**config.mk**
```make
export PLATFORM = sky130hd
export DESIGN_NAME = cmd_issue_scheduler_flat
export DESIGN_NICKNAME = d
export VERILOG_FILES = /design/src/rtl/cmd_issue_scheduler_if.sv /design/src/rtl/cmd_issue_scheduler.sv /design/src/flat_wrapper.sv
export SDC_FILE = /design/constraint.sdc
export NUM_CORES = 1
export LEC_CHECK = 0
export CAP_MARGIN = 20
export CELL_PAD_IN_SITES_DETAIL_PLACEMENT = 0
export CELL_PAD_IN_SITES_GLOBAL_PLACEMENT = 1
export CORE_ASPECT_RATIO = 0.7
export CORE_UTILIZATION = 30
export CTS_CLUSTER_SIZE = 10
export DETAILED_ROUTE_END_ITERATION = 10
export PLACE_DENSITY = 0.58
export SLEW_MARGIN = 20
export SYNTH_ARGS = -nofsm -noshare
export SYNTH_HDL_FRONTEND = slang
export SYNTH_SLANG_ARGS = --single-unit
```
**constraint.sdc**
```tcl
create_clock -name clock -period 5 [get_ports clock]
set_input_delay 1.5 -clock clock [delete_from_list [all_inputs] [get_ports clock]]
set_output_delay 1.5 -clock clock [all_outputs]
set_load 0.03 [all_outputs]
```
**src/rtl/cmd_issue_scheduler_if.sv**
```systemverilog
// Command-issue bus: SPI-side command strobe in, system-controller latch handshake out.
// Carries no logic; master = command source / monitor, slave = scheduler.
// Backpressure is not signalled here; the scheduler reports fifo_full and overflow.
interface cmd_issue_scheduler_if #(
    parameter int FIFO_DEPTH = 4
);
    localparam int CW = $clog2(FIFO_DEPTH) + 1;

    logic [31:0]   cmd_in;
    logic          cmd_in_valid;
    logic          busy;
    logic          flush;
    logic [31:0]   cmd_out;
    logic          latch_data;
    logic          cmd_issued;
    logic [CW-1:0] fifo_count;
    logic          fifo_full;
    logic          fifo_empty;
    logic          overflow;

    modport master (
        output cmd_in, cmd_in_valid, busy, flush,
        input  cmd_out, latch_data, cmd_issued, fifo_count, fifo_full, fifo_empty, overflow
    );

    modport slave (
        input  cmd_in, cmd_in_valid, busy, flush,
        output cmd_out, latch_data, cmd_issued, fifo_count, fifo_full, fifo_empty, overflow
    );
endinterface

```
**src/rtl/cmd_issue_scheduler.sv**
```systemverilog
// Buffers 32-bit commands and issues each one as a SETUP/LATCH/GAP strobe sequence.
// Latency: pop one cycle after push into an empty FIFO; latch_data rises one cycle later.
// Backpressure: none upstream; a word arriving while full (and not popping) is dropped and flags overflow.
module cmd_issue_scheduler #(
    parameter int FIFO_DEPTH   = 4,
    parameter int LATCH_CYCLES = 4,
    parameter int GAP_CYCLES   = 4
) (
    input  logic                 clock,
    input  logic                 reset_n,
    cmd_issue_scheduler_if.slave bus
);
    localparam int AW   = $clog2(FIFO_DEPTH);
    localparam int CW   = AW + 1;
    localparam int TMAX = (LATCH_CYCLES > GAP_CYCLES) ? LATCH_CYCLES : GAP_CYCLES;
    localparam int TW   = $clog2(TMAX + 1);

    localparam logic [1:0] IDLE  = 2'd0;
    localparam logic [1:0] SETUP = 2'd1;
    localparam logic [1:0] LATCH = 2'd2;
    localparam logic [1:0] GAP   = 2'd3;

    logic [1:0]    state;
    logic [TW-1:0] timer;
    logic [31:0]   mem [FIFO_DEPTH];
    logic [AW-1:0] wr_ptr;
    logic [AW-1:0] rd_ptr;
    logic [CW-1:0] count;
    logic          ovf_q;
    logic [31:0]   cmd_out_q;
    logic          latch_q;
    logic          issued_q;
    logic          full;
    logic          empty;
    logic          pop;
    logic          push;
    logic          drop;

    assign full  = (count == CW'(FIFO_DEPTH));
    assign empty = (count == '0);

    // busy only matters while idle; flush suppresses a pop in the same cycle
    assign pop  = (state == IDLE) && !empty && !bus.busy && !bus.flush;
    assign push = bus.cmd_in_valid && !bus.flush && (!full || pop);
    assign drop = bus.cmd_in_valid && !bus.flush && full && !pop;

    always_ff @(posedge clock) begin
        if (push) begin
            mem[wr_ptr] <= bus.cmd_in;
        end
    end

    always_ff @(posedge clock) begin
        if (!reset_n || bus.flush) begin
            wr_ptr <= '0;
            rd_ptr <= '0;
            count  <= '0;
            ovf_q  <= 1'b0;
        end else begin
            if (push) wr_ptr <= wr_ptr + 1'b1;
            if (pop)  rd_ptr <= rd_ptr + 1'b1;
            if (push && !pop) begin
                count <= count + 1'b1;
            end else if (pop && !push) begin
                count <= count - 1'b1;
            end
            if (drop) ovf_q <= 1'b1;
        end
    end

    // cmd_out is loaded only on the IDLE->SETUP edge and held for the whole sequence
    always_ff @(posedge clock) begin
        if (!reset_n) begin
            state     <= IDLE;
            timer     <= '0;
            cmd_out_q <= '0;
            latch_q   <= 1'b0;
            issued_q  <= 1'b0;
        end else begin
            issued_q <= 1'b0;
            case (state)
                IDLE: begin
                    if (pop) begin
                        cmd_out_q <= mem[rd_ptr];
                        state     <= SETUP;
                    end
                end
                SETUP: begin
                    state   <= LATCH;
                    latch_q <= 1'b1;
                    timer   <= '0;
                end
                LATCH: begin
                    if (timer == TW'(LATCH_CYCLES - 1)) begin
                        state    <= GAP;
                        latch_q  <= 1'b0;
                        issued_q <= 1'b1;
                        timer    <= '0;
                    end else begin
                        timer <= timer + 1'b1;
                    end
                end
                GAP: begin
                    if (timer == TW'(GAP_CYCLES - 1)) begin
                        state <= IDLE;
                    end else begin
                        timer <= timer + 1'b1;
                    end
                end
                default: state <= IDLE;
            endcase
        end
    end

    assign bus.cmd_out    = cmd_out_q;
    assign bus.latch_data = latch_q;
    assign bus.cmd_issued = issued_q;
    assign bus.fifo_count = count;
    assign bus.fifo_full  = full;
    assign bus.fifo_empty = empty;
    assign bus.overflow   = ovf_q;
endmodule

```
**src/flat_wrapper.sv**
```systemverilog
// flat-port wrapper written by rule: the top's interface ports become plain ports
module cmd_issue_scheduler_flat 
#(
    parameter int FIFO_DEPTH   = 4,
    parameter int LATCH_CYCLES = 4,
    parameter int GAP_CYCLES   = 4
)
  (clock, reset_n, bus_cmd_in, bus_cmd_in_valid, bus_busy, bus_flush, bus_cmd_out, bus_latch_data, bus_cmd_issued, bus_fifo_count, bus_fifo_full, bus_fifo_empty, bus_overflow);
  cmd_issue_scheduler_if #(.FIFO_DEPTH(FIFO_DEPTH)) bus_i ();
  input  logic clock;
  input  logic reset_n;
  input wire logic [$bits(bus_i.cmd_in)-1:0] bus_cmd_in;
  input wire logic [$bits(bus_i.cmd_in_valid)-1:0] bus_cmd_in_valid;
  input wire logic [$bits(bus_i.busy)-1:0] bus_busy;
  input wire logic [$bits(bus_i.flush)-1:0] bus_flush;
  output wire logic [$bits(bus_i.cmd_out)-1:0] bus_cmd_out;
  output wire logic [$bits(bus_i.latch_data)-1:0] bus_latch_data;
  output wire logic [$bits(bus_i.cmd_issued)-1:0] bus_cmd_issued;
  output wire logic [$bits(bus_i.fifo_count)-1:0] bus_fifo_count;
  output wire logic [$bits(bus_i.fifo_full)-1:0] bus_fifo_full;
  output wire logic [$bits(bus_i.fifo_empty)-1:0] bus_fifo_empty;
  output wire logic [$bits(bus_i.overflow)-1:0] bus_overflow;
  assign bus_i.cmd_in = bus_cmd_in;
  assign bus_i.cmd_in_valid = bus_cmd_in_valid;
  assign bus_i.busy = bus_busy;
  assign bus_i.flush = bus_flush;
  assign bus_cmd_out = bus_i.cmd_out;
  assign bus_latch_data = bus_i.latch_data;
  assign bus_cmd_issued = bus_i.cmd_issued;
  assign bus_fifo_count = bus_i.fifo_count;
  assign bus_fifo_full = bus_i.fifo_full;
  assign bus_fifo_empty = bus_i.fifo_empty;
  assign bus_overflow = bus_i.overflow;
  cmd_issue_scheduler #(.FIFO_DEPTH(FIFO_DEPTH), .LATCH_CYCLES(LATCH_CYCLES), .GAP_CYCLES(GAP_CYCLES)) u_core (.clock(clock), .reset_n(reset_n), .bus(bus_i));
endmodule
```
==> metrics.txt <==
crit path capture u_core.bus.fifo_count[2]; violated checks DRC; placed cell count 717; final setup fails 0; Leak 2.69 nW; r2r endpoint u_core.bus.fifo_count[2]; CP arrival 4.20 ns; CTS Sinks 175; critical path's top delay family simple AND/OR/NAND/NOR gates; Max Slew Vio Count 0; chip height 126 microns; antenna cells 0; FMAX 260 MHz; Cell variety after synth 34; Initial DRC Count 253; Power Total 3.16 mW; Layout fillers 1948; YS warnings 0; HP Class flip-flop to flip-flop; register area share after synthesis 72.6%; period utilization 76.9%; GR peak layer met2; Yosys reg bits 175; clock transition at the registers of the reported paths 0.07 ns; Wirelength per Cell 17.6 microns; buffer depth of the longest clock path 2; # resized after CTS 0; non-filler cells, final 749; ys async rst share 0%; Port Buffers 76; Worst path most repeated cell a21oi_1; area leader, netlist edfxtp_1; largest net degree at the start of global routing 44; Syn Nets 427; Crit Path Class input pin to flip-flop; RSZ-0062 raised after global routing false; row count 44; DR DRC count 10; P&R area growth vs syn 26.1%; met3 global-route usage 4.08%; I/O pin total 77; status finished with violations; Largest stage delay, worst path 0.53 ns; Synth area leaders edfxtp_1 58%, dfxtp_1 14%, mux4_2 11%, o2bb2ai_1 4.3%, ha_1 2.3%; DRT Pass-1 Iters 7; synth cell count leaders 128 x edfxtp_1, 47 x dfxtp_1, 40 x nand2_1, 32 x mux4_2, 32 x o2bb2ai_1; Vias 3476; max_slew headroom 38.0%; Final Util 39.3%; Root Buffer clkbuf_16; first-pass GRT wire length 21.0 mm; count leader, synth edfxtp_1; Mapped Area 6590 sq um; H-tree depth 4; initial antenna violation count 0; Fin. Hold Viols 0; EDFF count, synth 128; cell with the largest stage delay on the worst path or3b_1; crit path cell chain clkdlybuf4s50_1 > or3b_1 > a21oi_1 > ha_1 > inv_1 > fa_1 > xor2_1 > or3_1 > a21oi_1; WP buf/inv 2; critical path depth in cells 9; Final Skew 0.00930 ns; CP Capture Type flip-flop; DP HPWL 8.26 mm; Total GRT Usage 12.6%; largest fanout on the critical path 7; Worst Setup Start Kind input pin; Post-DRT Antenna Nets 0; post-CTS setup buffers 0; syn_area_per_cell 17.5 sq um; vias in the first global route 3671; Worst-Margin Slew 0.931 ns; Cells after Synth 377; Setup TNS 0 ns; Clock Latency Late Sink 0.42 ns; Place WS 0.727 ns; Nets 510; Placer Congestion 0.690; post-route minimum period 3.85 ns; vias per cell 4.64; Worst R2R Setup Slack 1.99 ns; Power Dens Cells 380 nW/um^2; final setup margin 1.15 ns; Hold Path Depth 2; worst vdd ir 0.196 mV; core area 21100 sq um; Worst Path Required 5.36 ns; met1 Use GR 17.2%; cts bufs inserted 17; worst r2r src u_core.state[0]; met2 GRT Util 19.1%; share of layout cells above drive strength 1 17.3%; max cap viols 0; Die Width 179 microns; Most used DFF post-synth edfxtp_1; Setup crit start bus_flush; GRT overflow 0; final WL 13.2 mm; Yosys top cell area share 58.3%; Die Area 22600 sq um; R2R cell count 10; CTS tree done; Initial Util 31.2%; CTS Hold Bufs 0
==> state kept, by name (all words and copies together), names as in the netlist <==
name and flops:
u_core.wr_ptr 2, u_core.rd_ptr 2, u_core.mem 128, u_core.bus.fifo_count 3, u_core.bus.overflow 1, u_core.bus.cmd_issued 1, u_core.bus.latch_data 1, u_core.timer 3
u_core.bus.cmd_out 32, u_core.state 2
==> area by class of cell <==
type | count | area, sq um | share of cell area, %
Inverter | 11 | 41.3 | 0.497
Multi-Input combinational cell | 170 | 1690 | 20.3
Clock inverter | 12 | 158 | 1.90
Timing Repair Buffer | 85 | 823 | 9.90
Sequential cell | 175 | 4790 | 57.6
Tap cell | 276 | 345 | 4.15
Clock buffer | 20 | 467 | 5.61
==> tightest hold or removal path, cell delays in order, from the launching register on <==
cell       delay, ns
dfxtp_1         0.31
nand2_1         0.05
o2bb2ai_1       0.06
==> report_power, final <==
| group | switching, mW | internal, mW |
|---|---|---|
| registers | 0.0122 | 1.59 |
| clock network | 0.553 | 0.829 |
| logic | 0.0974 | 0.0802 |
==> cells by family (layout without fill, tap and decap cells) <==
kind of cell	Yosys count	in the layout	share of synthesized area, %
adder cells (fa/ha/maj)	13	13	2.58
flip-flops	175	175	72.6
multiplexers	36	36	11.5
AO/OA/AOI/OAI	52	52	6.28
XOR/XNOR	2	2	0.266
AND/OR/NAND/NOR	67	67	4.78
buffers and inverters	32	128	1.99
==> stage by stage <==
| stage | instance area [sq um] | hold WS (ns) |
|---|---|---|
| after detailed placement | 7690 | 0.454 |
| after CTS | 8310 | 0.463 |
| after global routing | 8310 | 0.486 |
| final | 8310 | 0.458 |
| after global placement | 7690 | 0.452 |
| after floorplan | 6590 | 0.468 |
==> per-layer routing <==
layer	part of all wire, %	up-vias
li1	-	1622
met1	48	1768
met2	46	76
met3	4.8	10
met4	0.98	0
met5	0	-
==> cell usage in the layout (no fill, tap or decap), types with 3 or more instances in the layout <==
| master | synthesis | final |
|---|---|---|
| a21oi_1 | 6 | 6 |
| and2_2 | 0 | 4 |
| buf_4 | 0 | 9 |
| bufinv_16 | 0 | 3 |
| clkbuf_16 | 0 | 17 |
| clkbuf_8 | 0 | 3 |
| clkdlybuf4s50_1 | 0 | 75 |
| clkinv_4 | 0 | 5 |
| dfxtp_1 | 47 | 45 |
| edfxtp_1 | 128 | 128 |
| ha_1 | 12 | 12 |
| inv_1 | 10 | 10 |
| mux2i_1 | 4 | 4 |
| mux4_2 | 32 | 32 |
| nand2_1 | 40 | 40 |
| nor2_1 | 5 | 4 |
| nor2b_1 | 5 | 5 |
| nor3b_1 | 3 | 3 |
| o21a_1 | 3 | 3 |
| o21ai_0 | 3 | 3 |
| o2bb2ai_1 | 32 | 32 |
==> worst min-delay path by stage <==
stage                                 from                      to  slack (ns)
global placement    u_core.bus.cmd_out[31]  u_core.bus.cmd_out[31]        0.45
CTS                  u_core.bus.cmd_out[3]   u_core.bus.cmd_out[3]        0.46
detailed placement   u_core.bus.cmd_out[3]   u_core.bus.cmd_out[3]        0.45
floorplan                  u_core.state[1]         u_core.state[1]        0.47
global route         u_core.bus.cmd_out[6]   u_core.bus.cmd_out[6]        0.49
finish               u_core.bus.cmd_out[3]   u_core.bus.cmd_out[3]        0.46
No activity file was read; power rests on OpenSTA's default activity.
